==> config.mk <==
export PLATFORM = sky130hd
export DESIGN_NAME = object_pos_bank
export DESIGN_NICKNAME = d
export VERILOG_FILES = /design/src/rtl/object_pos_bank.sv
export SDC_FILE = /design/constraint.sdc
export NUM_CORES = 1
export LEC_CHECK = 0
export CORE_ASPECT_RATIO = 1.5
export CORE_UTILIZATION = 40
export CTS_CLUSTER_SIZE = 12
export DETAILED_ROUTE_END_ITERATION = 10
export GPL_ROUTABILITY_DRIVEN = 0
export PLACE_DENSITY = 0.66
export SLEW_MARGIN = 5
export SYNTH_ARGS = -nofsm -noshare
export SYNTH_HDL_FRONTEND = slang
export SYNTH_SLANG_ARGS = --single-unit
==> constraint.sdc <==
create_clock -name clk -period 2 [get_ports clk]
set_clock_uncertainty 0.2 [all_clocks]
set_input_delay 0.4 -clock clk [delete_from_list [all_inputs] [get_ports clk]]
set_output_delay 0.4 -clock clk [all_outputs]
set_load 0.05 [all_outputs]
==> src/rtl/object_pos_bank.sv <==
// ============================================================================
// object_pos_bank : double-buffered object position / score bank with an
// Avalon-MM slave port and a vertical-sync-aligned commit.
// Revision 1.0
// ============================================================================
`default_nettype none

module object_pos_bank #(
  parameter int NUM_OBJ = 9,
  parameter int COORD_W = 10,
  parameter int SCORE_W = 16
) (
  input  logic                       clk,
  input  logic                       reset,
  input  logic [4:0]                 avs_address,
  input  logic                       avs_chipselect,
  input  logic                       avs_read,
  input  logic                       avs_write,
  input  logic [31:0]                avs_writedata,
  output logic [31:0]                avs_readdata,
  input  logic                       vs_n,
  output logic [NUM_OBJ*COORD_W-1:0] obj_x,
  output logic [NUM_OBJ*COORD_W-1:0] obj_y,
  output logic [NUM_OBJ-1:0]         obj_vis,
  output logic [SCORE_W-1:0]         score_out,
  output logic                       frame_irq
);

  localparam logic [4:0] SCORE_ADDR = 5'(NUM_OBJ);
  localparam logic [4:0] CTRL_ADDR  = 5'(NUM_OBJ + 1);

  logic [COORD_W-1:0] sh_x_q  [NUM_OBJ];
  logic [COORD_W-1:0] sh_x_d  [NUM_OBJ];
  logic [COORD_W-1:0] sh_y_q  [NUM_OBJ];
  logic [COORD_W-1:0] sh_y_d  [NUM_OBJ];
  logic [COORD_W-1:0] act_x_q [NUM_OBJ];
  logic [COORD_W-1:0] act_x_d [NUM_OBJ];
  logic [COORD_W-1:0] act_y_q [NUM_OBJ];
  logic [COORD_W-1:0] act_y_d [NUM_OBJ];
  logic [NUM_OBJ-1:0] sh_vis_q, sh_vis_d;
  logic [NUM_OBJ-1:0] act_vis_q, act_vis_d;
  logic [SCORE_W-1:0] sh_score_q, sh_score_d;
  logic [SCORE_W-1:0] act_score_q, act_score_d;
  logic               commit_pending_q, commit_pending_d;
  logic               frame_irq_q, frame_irq_d;
  logic [15:0]        frame_cnt_q, frame_cnt_d;
  logic [31:0]        readdata_q, readdata_d;
  logic               vs_q, vs_d;

  logic        wr_en;
  logic        rd_en;
  logic        frame_edge;
  logic        commit;
  logic [31:0] rd_word;

  logic unused_wd;
  assign unused_wd = ^avs_writedata;

  always_comb begin
    wr_en      = avs_chipselect && avs_write;
    rd_en      = avs_chipselect && avs_read;
    frame_edge = vs_q && !vs_n;
    commit     = frame_edge && commit_pending_q;

    sh_x_d           = sh_x_q;
    sh_y_d           = sh_y_q;
    sh_vis_d         = sh_vis_q;
    sh_score_d       = sh_score_q;
    act_x_d          = act_x_q;
    act_y_d          = act_y_q;
    act_vis_d        = act_vis_q;
    act_score_d      = act_score_q;
    commit_pending_d = commit_pending_q;
    frame_irq_d      = frame_irq_q;
    readdata_d       = readdata_q;
    vs_d             = vs_n;
    frame_cnt_d      = frame_cnt_q + {15'd0, frame_edge};
    rd_word          = '0;

    // The commit copies the registered shadow, so a same-cycle software
    // write lands in the shadow only and waits for the next commit.
    if (commit) begin
      act_x_d          = sh_x_q;
      act_y_d          = sh_y_q;
      act_vis_d        = sh_vis_q;
      act_score_d      = sh_score_q;
      commit_pending_d = 1'b0;
    end

    if (wr_en) begin
      for (int i = 0; i < NUM_OBJ; i++) begin
        if (avs_address == 5'(i)) begin
          sh_x_d[i]   = avs_writedata[COORD_W-1:0];
          sh_y_d[i]   = avs_writedata[16 +: COORD_W];
          sh_vis_d[i] = avs_writedata[31];
        end
      end
      if (avs_address == SCORE_ADDR) begin
        sh_score_d = avs_writedata[SCORE_W-1:0];
      end
      if (avs_address == CTRL_ADDR) begin
        if (avs_writedata[0]) begin
          commit_pending_d = 1'b1;
        end
        if (avs_writedata[1]) begin
          frame_irq_d = 1'b0;
        end
      end
    end

    // Applied after the clear so a coincident commit keeps the flag set.
    if (commit) begin
      frame_irq_d = 1'b1;
    end

    for (int i = 0; i < NUM_OBJ; i++) begin
      if (avs_address == 5'(i)) begin
        rd_word[COORD_W-1:0]   = sh_x_q[i];
        rd_word[16 +: COORD_W] = sh_y_q[i];
        rd_word[31]            = sh_vis_q[i];
      end
    end
    if (avs_address == SCORE_ADDR) begin
      rd_word[SCORE_W-1:0] = sh_score_q;
    end
    if (avs_address == CTRL_ADDR) begin
      rd_word = {frame_cnt_q, 14'd0, frame_irq_q, commit_pending_q};
    end

    if (rd_en) begin
      readdata_d = rd_word;
    end
  end

  always_ff @(posedge clk) begin
    if (reset) begin
      for (int i = 0; i < NUM_OBJ; i++) begin
        sh_x_q[i]  <= '0;
        sh_y_q[i]  <= '0;
        act_x_q[i] <= '0;
        act_y_q[i] <= '0;
      end
      sh_vis_q         <= '0;
      act_vis_q        <= '0;
      sh_score_q       <= '0;
      act_score_q      <= '0;
      commit_pending_q <= 1'b0;
      frame_irq_q      <= 1'b0;
      frame_cnt_q      <= '0;
      readdata_q       <= '0;
      vs_q             <= 1'b1;
    end else begin
      sh_x_q           <= sh_x_d;
      sh_y_q           <= sh_y_d;
      act_x_q          <= act_x_d;
      act_y_q          <= act_y_d;
      sh_vis_q         <= sh_vis_d;
      act_vis_q        <= act_vis_d;
      sh_score_q       <= sh_score_d;
      act_score_q      <= act_score_d;
      commit_pending_q <= commit_pending_d;
      frame_irq_q      <= frame_irq_d;
      frame_cnt_q      <= frame_cnt_d;
      readdata_q       <= readdata_d;
      vs_q             <= vs_d;
    end
  end

  for (genvar g = 0; g < NUM_OBJ; g++) begin : g_pack
    assign obj_x[g*COORD_W +: COORD_W] = act_x_q[g];
    assign obj_y[g*COORD_W +: COORD_W] = act_y_q[g];
  end

  assign obj_vis      = act_vis_q;
  assign score_out    = act_score_q;
  assign frame_irq    = frame_irq_q;
  assign avs_readdata = readdata_q;

endmodule

`default_nettype wire

==> impl_metrics.json <==
{
  "synth_enable_flop_cells": 0,
  "die_h_um": 263.4,
  "rows": 95,
  "vias_per_cell": 5.505,
  "yosys.area_share.simple_pct": 23.05,
  "arrival_ps": 2270,
  "synth_compound_area_share_pct": 18.85,
  "dp.cells": 3222,
  "syn_inst": 2372,
  "drc": 0,
  "cts_hold_buffers": 0,
  "crit_fanout": 10,
  "avgRoutedWirePerCell_um": 19.93,
  "grt_overflow_total": 0,
  "dp_hpwl_um": 48950,
  "fin_crit_ps": 1979,
  "cp.required_ps": 2290,
  "h-tree-depth": 2,
  "synth-main-ff-cell": "dfxtp_1",
  "cts_buffers": 46,
  "yosys_warnings": 0,
  "root_buffer": "clkbuf_16",
  "synthMuxAreaShare_pct": 2.047,
  "syn_nets": 2417,
  "hold_viol": 0,
  "ir_drop_v": 0.0005463,
  "finalSetupViolCount": 0,
  "power_density_nw_per_um2": 762.1,
  "fp.dieW_um": 176.2,
  "reg2reg_slack_ps": 120,
  "start_kind": "primary input",
  "antenna_found_initial": 4,
  "io_pins": 281,
  "synth-seq-area-share_pct": 50.67,
  "firstDrtPassIters": 7,
  "synth_top_cell_by_area": "dfxtp_1",
  "grt_pass1_wl_um": 99080,
  "synth-seq-cells": 461,
  "pre_cts_slack_ps": -632.8,
  "mappedNetlistArea_sq_um": 18210,
  "met3_usage_pct": 3.264,
  "syn_area_per_cell_sq_um": 7.679,
  "drtIter0Drc": 1326,
  "vias": 18151,
  "grt_usage_pct": 27.59,
  "fp.coreArea_sq_um": 44810,
  "slew-limit-headroom_pct": 66.16,
  "area_growth_pct": 30.96,
  "clock-sinks": 461,
  "leakagePower_nw": 8.635,
  "use_met1_pct": 30.54,
  "maxCapViolCount": 0,
  "clk_path_buf_depth": 3,
  "start_util_pct": 40.65,
  "end_kind": "flop",
  "synth_commonest_cells": "893 x nand2_1, 461 x a21oi_1, 461 x dfxtp_1, 162 x clkbuf_1, 49 x nor2_1",
  "synth_top_cell_area_share_pct": 50.67,
  "synth_fa_ha_area_share_pct": 0.1374,
  "cts_tree": "done",
  "insertion_delay_ps": 570,
  "met2_usage_pct": 48.39,
  "synth_xor_area_share_pct": 0.5770,
  "hold_depth": 2,
  "rr_worst_depth": 5,
  "final_cells": 3297,
  "nets": 2744,
  "grt_pass1_vias": 17272,
  "criticalPathCategory": "primary input to flop",
  "wl_um": 65710,
  "synth_area_leaders": "dfxtp_1 51%, nand2_1 18%, a21oi_1 13%",
  "period_share_pct": 98.94,
  "top_usage_layer": "met2",
  "synth.most_common_cell": "nand2_1",
  "drive_above_1_share_pct": 21.35,
  "synth_top_family_by_area": "simple AND/OR/NAND/NOR gates",
  "async_flop_share_pct": 0,
  "rsz0062_at_grt": "true",
  "worst_slew_pin_slew_ps": 506.0,
  "hold_class": "primary input to flop",
  "clk_pin_slew_ps": 60,
  "outcome": "finished, final reports clean",
  "slew_viol_final": 0,
  "ant_nets": 0,
  "worst_slack_ps": 21.15,
  "io_buffer_count": 275,
  "fmax_ghz": 0.5053,
  "dieArea_sq_um": 46410,
  "grt_start_max_net_pins": 87,
  "synth_cell_type_count": 65
}
-- critical path, cell delays in order --
cell	delay [ps]
clkdlybuf4s50_1	470
buf_6	120
buf_4	140
nor3b_4	200
buf_4	160
buf_6	150
a32oi_1	70
a221o_1	360
a211oi_2	190
-- kinds of logic (layout without fill, tap and decap cells) --
family | Yosys count | in the layout
other | 0 | 3
adders and majority gates | 2 | 2
AOI/OAI and AO/OA | 607 | 607
muxes | 30 | 30
DFF | 461 | 461
and+or+nand+nor | 1048 | 1048
xor gates and xnor gates | 12 | 12
buffers and inverters | 212 | 552
-- cells in the final DEF, fill, tap and decap left out, types with 8 or more instances in the layout --
master           count
o22ai_1             10
a221oi_1            12
o21a_1              10
nand3_1             31
dfxtp_1            461
o21ai_0             21
buf_12              34
nand2_1            886
a21oi_1            457
nor2_1              40
nor2b_1             10
mux2i_1             17
mux2_2               8
o221ai_1            13
clkdlybuf4s50_1     33
buf_4              408
clkbuf_16           47
nand4_1             17
-- registers in the layout, indices dropped and copies added (netlist names), 9 cells and up --
register      cells
sh_score_q       16
sh_x_q           90
score_out        16
obj_x            90
sh_y_q           90
obj_vis           9
avs_readdata     32
frame_cnt_q      16
obj_y            90
sh_vis_q          9
-- per-stage QoR --
| step | hold WS (ps) | power, W | utilization (%) | cell area, sq um | setup TNS (ps) |
|---|---|---|---|---|---|
| global placement | 243.4 | 0.01047 | 49.60 | 22230 | -162080 |
| finish | 29.38 | 0.01818 | 53.23 | 23850 | 0 |
| global route | 47.76 | 0.01870 | 53.23 | 23850 | -270.0 |
| CTS | 19.65 | 0.01823 | 52.53 | 23540 | 0 |
| floorplan | 240.6 | 0.009985 | - | 18270 | -38.76 |
| detailed placement | 248.8 | 0.01048 | 49.60 | 22230 | -174680 |
-- what timing repair did --
action	CTS	global route
endpoints found under the setup margin	19	192
buffers inserted	0	10
pin swaps	2	11
cloned	0	1
gates resized for setup	6	55
-- path summary, 6_finish.rpt --
check                                  from                       endpoint
setup / recovery             avs_address[2]  avs_readdata[31]$_SDFFE_PP0P_
setup reg to reg  frame_cnt_q[5]$_SDFF_PP0_     frame_cnt_q[15]$_SDFF_PP0_
hold / removal                        reset         obj_y[16]$_SDFFE_PP0P_
hold reg to reg      obj_x[58]$_SDFFE_PP0P_         obj_x[58]$_SDFFE_PP0P_
-- power breakdown --
group	total (W)	internal, W	switching [W]
Sequential	0.00927	0.00922	0.0000483
Clock	0.00783	0.00435	0.00348
Combinational	0.00108	0.000397	0.000683
Total	0.0182	0.0140	0.00421
-- routing by layer --
layer  up-vias  wire [um]
li1       8585          -
met5         -         22
met4         4       4850
met3       258       3619
met1      8593      24010
met2       711      33210
-- area by class of cell --
type | count | area [sq um]
clock inverter | 5 | 36.28
inverter | 4 | 15.01
fill | 4205 | 20960
clock buffer | 56 | 1250
sequential | 461 | 9229
tap | 582 | 728.2
multi-input combinational | 1699 | 8393
timing repair buffer | 487 | 4195
antenna | 3 | 7.507
(Power assumes the default switching activity.)
